$ cat config.mk
export PLATFORM = sky130hd
export DESIGN_NAME = acc_ctrl_fsm
export DESIGN_NICKNAME = d
export VERILOG_FILES = /design/src/rtl/acc_ctrl_fsm.sv
export SDC_FILE = /design/constraint.sdc
export NUM_CORES = 1
export LEC_CHECK = 0
export BUFFER_PORTS_ARGS = -buffer_cell sky130_fd_sc_hd__clkbuf_2
export CAP_MARGIN = 20
export CORE_MARGIN = 2
export CORE_UTILIZATION = 56
export CTS_CLUSTER_DIAMETER = 200
export DETAILED_ROUTE_END_ITERATION = 10
export PLACE_DENSITY = 0.83
export SETUP_SLACK_MARGIN = 0.5
export SYNTH_ARGS = -nofsm -noshare
export SYNTH_HDL_FRONTEND = slang
export SYNTH_SLANG_ARGS = --single-unit
export TNS_END_PERCENT = 5
$ cat constraint.sdc
create_clock -name clk -period 3.75 [get_ports clk]
set_input_delay 0.75 -clock clk [delete_from_list [all_inputs] [get_ports clk]]
set_output_delay 0.75 -clock clk [all_outputs]
set_load 0.01 [all_outputs]
$ cat src/rtl/acc_ctrl_fsm.sv
// Accumulator-machine control FSM: sequences fetch/decode/execute for a
// small accumulator datapath, with registered datapath strobes, a sticky
// halt flag, an illegal-opcode pulse and a retired-instruction counter.
//
// state  | meaning
// -------+-----------------------------------------------------------
// IDLE   | waiting for a run pulse, all strobes low
// FETCH  | load IR and increment PC
// DECODE | opcode/operand latched, register file addressed by operand
// EXEC   | one-cycle execution of the latched opcode
// HALT   | sticky stop after opcode 1111, left only through reset
module acc_ctrl_fsm #(
    parameter int          REG_AW  = 4,
    parameter int          CNT_W   = 16,
    parameter logic [3:0]  ALU_ADD = 4'd0,
    parameter logic [3:0]  ALU_SUB = 4'd1,
    parameter logic [3:0]  ALU_NOR = 4'd8,
    parameter logic [3:0]  ALU_SHR = 4'd12,
    parameter logic [3:0]  ALU_SHL = 4'd13
) (
    input  logic                clk,
    input  logic                reset,
    input  logic                run,
    input  logic [REG_AW+3:0]   instr,
    input  logic                zero,
    input  logic                carry,
    output logic                LoadIR,
    output logic                IncPC,
    output logic                SelPC,
    output logic                LoadPC,
    output logic                LoadReg,
    output logic                DumpReg,
    output logic                LoadAcc,
    output logic [1:0]          SelAcc,
    output logic [3:0]          SelALU,
    output logic [REG_AW-1:0]   RegNumber,
    output logic                halted,
    output logic                illegal,
    output logic [CNT_W-1:0]    retired
);

    typedef enum logic [2:0] {
        S_IDLE   = 3'd0,
        S_FETCH  = 3'd1,
        S_DECODE = 3'd2,
        S_EXEC   = 3'd3,
        S_HALT   = 3'd4
    } state_t;

    localparam logic [3:0] OP_NOP = 4'b0000;
    localparam logic [3:0] OP_ADD = 4'b0001;
    localparam logic [3:0] OP_SUB = 4'b0010;
    localparam logic [3:0] OP_NOR = 4'b0011;
    localparam logic [3:0] OP_LDR = 4'b0100;
    localparam logic [3:0] OP_STR = 4'b0101;
    localparam logic [3:0] OP_JZR = 4'b0110;
    localparam logic [3:0] OP_JZI = 4'b0111;
    localparam logic [3:0] OP_JCR = 4'b1000;
    localparam logic [3:0] OP_IL1 = 4'b1001;
    localparam logic [3:0] OP_JCI = 4'b1010;
    localparam logic [3:0] OP_SHL = 4'b1011;
    localparam logic [3:0] OP_SHR = 4'b1100;
    localparam logic [3:0] OP_LDI = 4'b1101;
    localparam logic [3:0] OP_IL2 = 4'b1110;
    localparam logic [3:0] OP_HLT = 4'b1111;

    state_t             state, state_nx;
    logic [3:0]         opcode_q;
    logic [REG_AW-1:0]  operand_q;

    logic               n_load_ir, n_inc_pc, n_sel_pc, n_load_pc;
    logic               n_load_reg, n_dump_reg, n_load_acc;
    logic [1:0]         n_sel_acc;
    logic [3:0]         n_sel_alu;
    logic [REG_AW-1:0]  n_reg_number;
    logic               n_halted, n_illegal;
    logic [CNT_W-1:0]   n_retired;

    // Next state plus the output values belonging to that next state, so
    // every output is registered on the edge that enters its state.  The
    // EXEC outputs are formed from zero/carry as seen on the DECODE->EXEC
    // edge, which is what makes flags outside DECODE irrelevant.
    always_comb begin
        state_nx     = state;
        n_load_ir    = 1'b0;
        n_inc_pc     = 1'b0;
        n_sel_pc     = 1'b0;
        n_load_pc    = 1'b0;
        n_load_reg   = 1'b0;
        n_dump_reg   = 1'b0;
        n_load_acc   = 1'b0;
        n_sel_acc    = 2'b00;
        n_sel_alu    = 4'd0;
        n_reg_number = '0;
        n_halted     = 1'b0;
        n_illegal    = 1'b0;
        n_retired    = retired;

        case (state)
            S_IDLE:   state_nx = run ? S_FETCH : S_IDLE;
            S_FETCH:  state_nx = S_DECODE;
            S_DECODE: state_nx = (opcode_q == OP_HLT) ? S_HALT : S_EXEC;
            S_EXEC:   state_nx = S_FETCH;
            S_HALT:   state_nx = S_HALT;
            default:  state_nx = S_IDLE;
        endcase

        // HALT entry retires the halt instruction itself.
        if (state == S_EXEC || (state == S_DECODE && state_nx == S_HALT))
            n_retired = retired + CNT_W'(1);

        case (state_nx)
            S_FETCH: begin
                n_load_ir = 1'b1;
                n_inc_pc  = 1'b1;
            end
            S_DECODE: n_reg_number = instr[REG_AW-1:0];
            S_EXEC: begin
                case (opcode_q)
                    OP_ADD, OP_SUB, OP_NOR: begin
                        n_load_acc   = 1'b1;
                        n_sel_acc    = 2'b10;
                        n_dump_reg   = 1'b1;
                        n_reg_number = operand_q;
                        n_sel_alu    = (opcode_q == OP_ADD) ? ALU_ADD :
                                       (opcode_q == OP_SUB) ? ALU_SUB : ALU_NOR;
                    end
                    OP_SHR, OP_SHL: begin
                        n_load_acc = 1'b1;
                        n_sel_acc  = 2'b10;
                        n_sel_alu  = (opcode_q == OP_SHR) ? ALU_SHR : ALU_SHL;
                    end
                    OP_LDR: begin
                        n_dump_reg   = 1'b1;
                        n_load_acc   = 1'b1;
                        n_reg_number = operand_q;
                    end
                    OP_STR: begin
                        n_load_reg   = 1'b1;
                        n_reg_number = operand_q;
                    end
                    OP_LDI: begin
                        n_sel_acc  = 2'b01;
                        n_load_acc = 1'b1;
                    end
                    OP_JZR, OP_JCR: begin
                        if ((opcode_q == OP_JZR) ? zero : carry) begin
                            n_load_pc    = 1'b1;
                            n_dump_reg   = 1'b1;
                            n_reg_number = operand_q;
                        end
                    end
                    OP_JZI, OP_JCI: begin
                        if ((opcode_q == OP_JZI) ? zero : carry) begin
                            n_load_pc = 1'b1;
                            n_sel_pc  = 1'b1;
                        end
                    end
                    OP_IL1, OP_IL2: n_illegal = 1'b1;
                    default: ;
                endcase
            end
            S_HALT: n_halted = 1'b1;
            default: ;
        endcase
    end

    // State, latched instruction fields and registered outputs; reset wins
    // over every transition, so an interrupted instruction is never counted.
    always_ff @(posedge clk) begin
        if (reset) begin
            state     <= S_IDLE;
            opcode_q  <= 4'd0;
            operand_q <= '0;
            LoadIR    <= 1'b0;
            IncPC     <= 1'b0;
            SelPC     <= 1'b0;
            LoadPC    <= 1'b0;
            LoadReg   <= 1'b0;
            DumpReg   <= 1'b0;
            LoadAcc   <= 1'b0;
            SelAcc    <= 2'b00;
            SelALU    <= 4'd0;
            RegNumber <= '0;
            halted    <= 1'b0;
            illegal   <= 1'b0;
            retired   <= '0;
        end else begin
            state <= state_nx;
            if (state == S_FETCH) begin
                opcode_q  <= instr[REG_AW+3:REG_AW];
                operand_q <= instr[REG_AW-1:0];
            end
            LoadIR    <= n_load_ir;
            IncPC     <= n_inc_pc;
            SelPC     <= n_sel_pc;
            LoadPC    <= n_load_pc;
            LoadReg   <= n_load_reg;
            DumpReg   <= n_dump_reg;
            LoadAcc   <= n_load_acc;
            SelAcc    <= n_sel_acc;
            SelALU    <= n_sel_alu;
            RegNumber <= n_reg_number;
            halted    <= n_halted;
            illegal   <= n_illegal;
            retired   <= n_retired;
        end
    end

endmodule

==> impl_metrics.json <==
{
  "outcome": "finished clean",
  "max-cap-violations": 0,
  "synthAdderAreaFrac_pct": 0.645,
  "min_from": "retired[13]",
  "period_share_pct": 52.3,
  "fin_area_mm2": 0.00221,
  "setup_viol": 0,
  "synth_top_family_by_area": "simple AND/OR/NAND/NOR gates",
  "swShare_pct": 26.1,
  "hpwl_um": 2660,
  "cts.htree.levels": 2,
  "synth-compound-area-share_pct": 14.6,
  "cts_buffers": 5,
  "path_class": "flip-flop to flip-flop",
  "boundaryPins": 48,
  "rr_endpoint": "retired[11]",
  "grt_max_degree": 32,
  "fp.dieH_um": 62.9,
  "dp_cells": 292,
  "maxSlewViolCount": 0,
  "synth_nets": 227,
  "ys_async_sr_fraction_pct": 0,
  "setup_tns_ns": 0,
  "vias": 1649,
  "clock_skew_ns": 0.00915,
  "insertion_delay_ns": 0.34,
  "nets": 267,
  "overflow": 0,
  "clockBufferDepth": 2,
  "r2r_setup_slack_ns": 1.79,
  "post_drt_wl_per_cell_um": 12.2,
  "cts_num_sinks": 44,
  "diodes": 0,
  "syn_to_final_growth_pct": 14.1,
  "critical_path_required_ns": 3.99,
  "slew_headroom_pct": 60.2,
  "firstDrtPassIters": 4,
  "die_width_um": 62.9,
  "worst_pin_slew_ns": 0.597,
  "synth-seq-area-share_pct": 45.4,
  "p_int_uw": 590,
  "avgSynthCellArea_um2": 9.10,
  "final_cell_count_no_fill": 299,
  "grt_usage_pct": 19.6,
  "synth_simple_gate_area_share_pct": 26.3,
  "synth-edff-count": 0,
  "synth_cells": 213,
  "drcViolationCount": 0,
  "comb_power_share_pct": 11.6,
  "crit_path_end_kind": "flip-flop",
  "p_per_area_mw_per_mm2": 361,
  "max_freq_ghz": 0.510,
  "ir_drop_uv": 211,
  "numPortBuffers": 46,
  "ant_nets": 0,
  "cts_tree": "built",
  "antenna_found_initial": 0,
  "postCtsSetupBuffers": 0,
  "ctsHoldBuffers": 0,
  "p_sw_uw": 209,
  "ys_seq_elements": 44,
  "drt-total-wl_um": 3660,
  "synthMuxAreaShare_pct": 5.81,
  "coreArea_mm2": 0.00334,
  "viasPerCell": 5.52,
  "drt_iter0_markers": 76,
  "synthXorXnorAreaFrac_pct": 2.71,
  "p_clk_share_pct": 25.6,
  "r2r_cells": 4,
  "hold_violations": 0,
  "clockRootBuffer": "clkbuf_4",
  "critPathLaunchType": "flip-flop",
  "fillers": 303,
  "regToRegStartpoint": "opcode_q[1]",
  "min_path_type": "flip-flop to flip-flop",
  "critPathMaxFanout": 18,
  "synth_ff_type": "dfxtp_1",
  "hold_end": "retired[13]",
  "grt_pass1_vias": 1469,
  "syn_area_mm2": 0.00194,
  "clk_pin_slew_worst_paths_ns": 0.12,
  "start_util_pct": 58.1,
  "grt_pass1_wl_um": 6180,
  "layout_min_cycle_time_ns": 1.96,
  "rows": 21,
  "p_leak_nw": 0.884,
  "gp_congestion": 0.755,
  "drive_above_1_share_pct": 23.7,
  "design.die.area_mm2": 0.00395,
  "hold_depth": 2,
  "ys_warn_count": 0,
  "postPlaceCellArea_mm2": 0.00217,
  "ys_types": 47,
  "power_frac_seq_pct": 62.8,
  "postCtsResizedCells": 0,
  "rsz0062_at_grt": "false",
  "crit_arrival_ns": 2.20
}
how the worst max path moves through the flow:
stage	startpoint	endpoint	slack (ns)
floorplan	retired[7]	retired[15]	2.21
global placement	reset	LoadAcc	1.68
detailed placement	reset	SelPC	1.64
CTS	opcode_q[1]	retired[15]	1.83
global route	opcode_q[1]	retired[15]	1.68
finish	opcode_q[1]	retired[11]	1.79
metal layers:
| layer | wire (um) | global-route usage (%) | up-vias |
|---|---|---|---|
| met2 | 1780 | 32.4 | 40 |
| met5 | 0 | 0 | - |
| li1 | - | - | 835 |
| met3 | 165 | 3.96 | 9 |
| met1 | 1640 | 24.0 | 765 |
| met4 | 79 | 10.3 | 0 |
critical path, stage by stage, from the launching register on:
cell	delay, ns
dfxtp_1	0.72
and4_1	0.36
a211oi_4	0.11
nor3b_1	0.30
mux2_1	0.36
Yosys cell counts (3+ instances only):
library cell	count	area (um^2)
nand3_1	6	30.0
a32o_1	4	40.0
mux2i_1	9	90.1
buf_4	3	22.5
nor2b_1	6	37.5
a21oi_1	17	85.1
clkbuf_1	6	22.5
dfxtp_1	44	881
inv_1	4	15.0
nand2_1	10	37.5
xor2_1	5	43.8
o21ai_0	9	45.0
o31ai_1	3	22.5
or3_1	5	31.3
nand4_1	6	37.5
nor2_1	26	97.6
buf_2	4	20.0
and2_1	5	31.3
nor3_1	3	15.0
stage by stage:
step / total power, mW / worst slack (ns) / hold slack [ns] / util [%]
4_1_cts: 0.803 / 1.83 / 0.511 / 66.3
3_3_place_gp: 0.602 / 1.68 / 0.479 / 64.9
3_5_place_dp: 0.605 / 1.64 / 0.489 / 64.9
2_1_floorplan: 0.581 / 2.21 / 0.461 / -
6_report: 0.799 / 1.79 / 0.509 / 66.3
5_1_grt: 0.841 / 1.68 / 0.546 / 66.3
state kept, by name (all words and copies together), names as in the netlist:
| name | flops |
|---|---|
| SelAcc | 2 |
| retired | 16 |
| LoadAcc | 1 |
| opcode_q | 4 |
| LoadReg | 1 |
| RegNumber | 4 |
| halted | 1 |
| illegal | 1 |
| operand_q | 4 |
| SelPC | 1 |
| state | 3 |
| LoadPC | 1 |
| SelALU | 3 |
| DumpReg | 1 |
| IncPC | 1 |
placed cells by master, fill, tap and decap left out, drive strengths merged, types with 3 or more instances in the layout:
cell type | Yosys | final
a32o | 4 | 4
mux2i | 9 | 9
and2b | 3 | 3
nor2b | 6 | 6
nand2 | 10 | 10
and2 | 5 | 5
a21oi | 17 | 17
xor2 | 5 | 5
clkbuf | 6 | 52
o21ai | 9 | 9
nor2 | 26 | 26
nor3 | 3 | 3
inv | 4 | 4
nand4 | 7 | 7
or3 | 5 | 5
nand3 | 7 | 7
o31ai | 3 | 3
dfxtp | 44 | 44
area by class of cell:
type                    count  area, um^2  area share (%)
multi-input cells         151         975            44.1
clock inverters             1        5.00           0.226
well taps                  46        57.6            2.60
repair buffers             47         238            10.7
flip-flops and latches     44         881            39.8
inverters                   4        15.0           0.679
clock buffers               6        41.3            1.87
cell families (layout without fill, tap and decap cells):
family | after synthesis | count (layout)
buffers and inverters | 18 | 58
DFF | 44 | 44
other | 1 | 1
muxes | 11 | 11
adders and majority gates | 1 | 1
and+or+nand+nor | 89 | 89
xor gates and xnor gates | 6 | 6
AOI/OAI and AO/OA | 43 | 43
power groups by stage:
stage | clock network, mW | registers [mW] | logic, mW
after floorplan | 0 | 0.499 | 0.0820
after global placement | 0 | 0.512 | 0.0909
after detailed placement | 0 | 0.512 | 0.0925
after CTS | 0.209 | 0.502 | 0.0930
after global routing | 0.233 | 0.505 | 0.103
final | 0.204 | 0.502 | 0.0929
(Power assumes the default switching activity.)
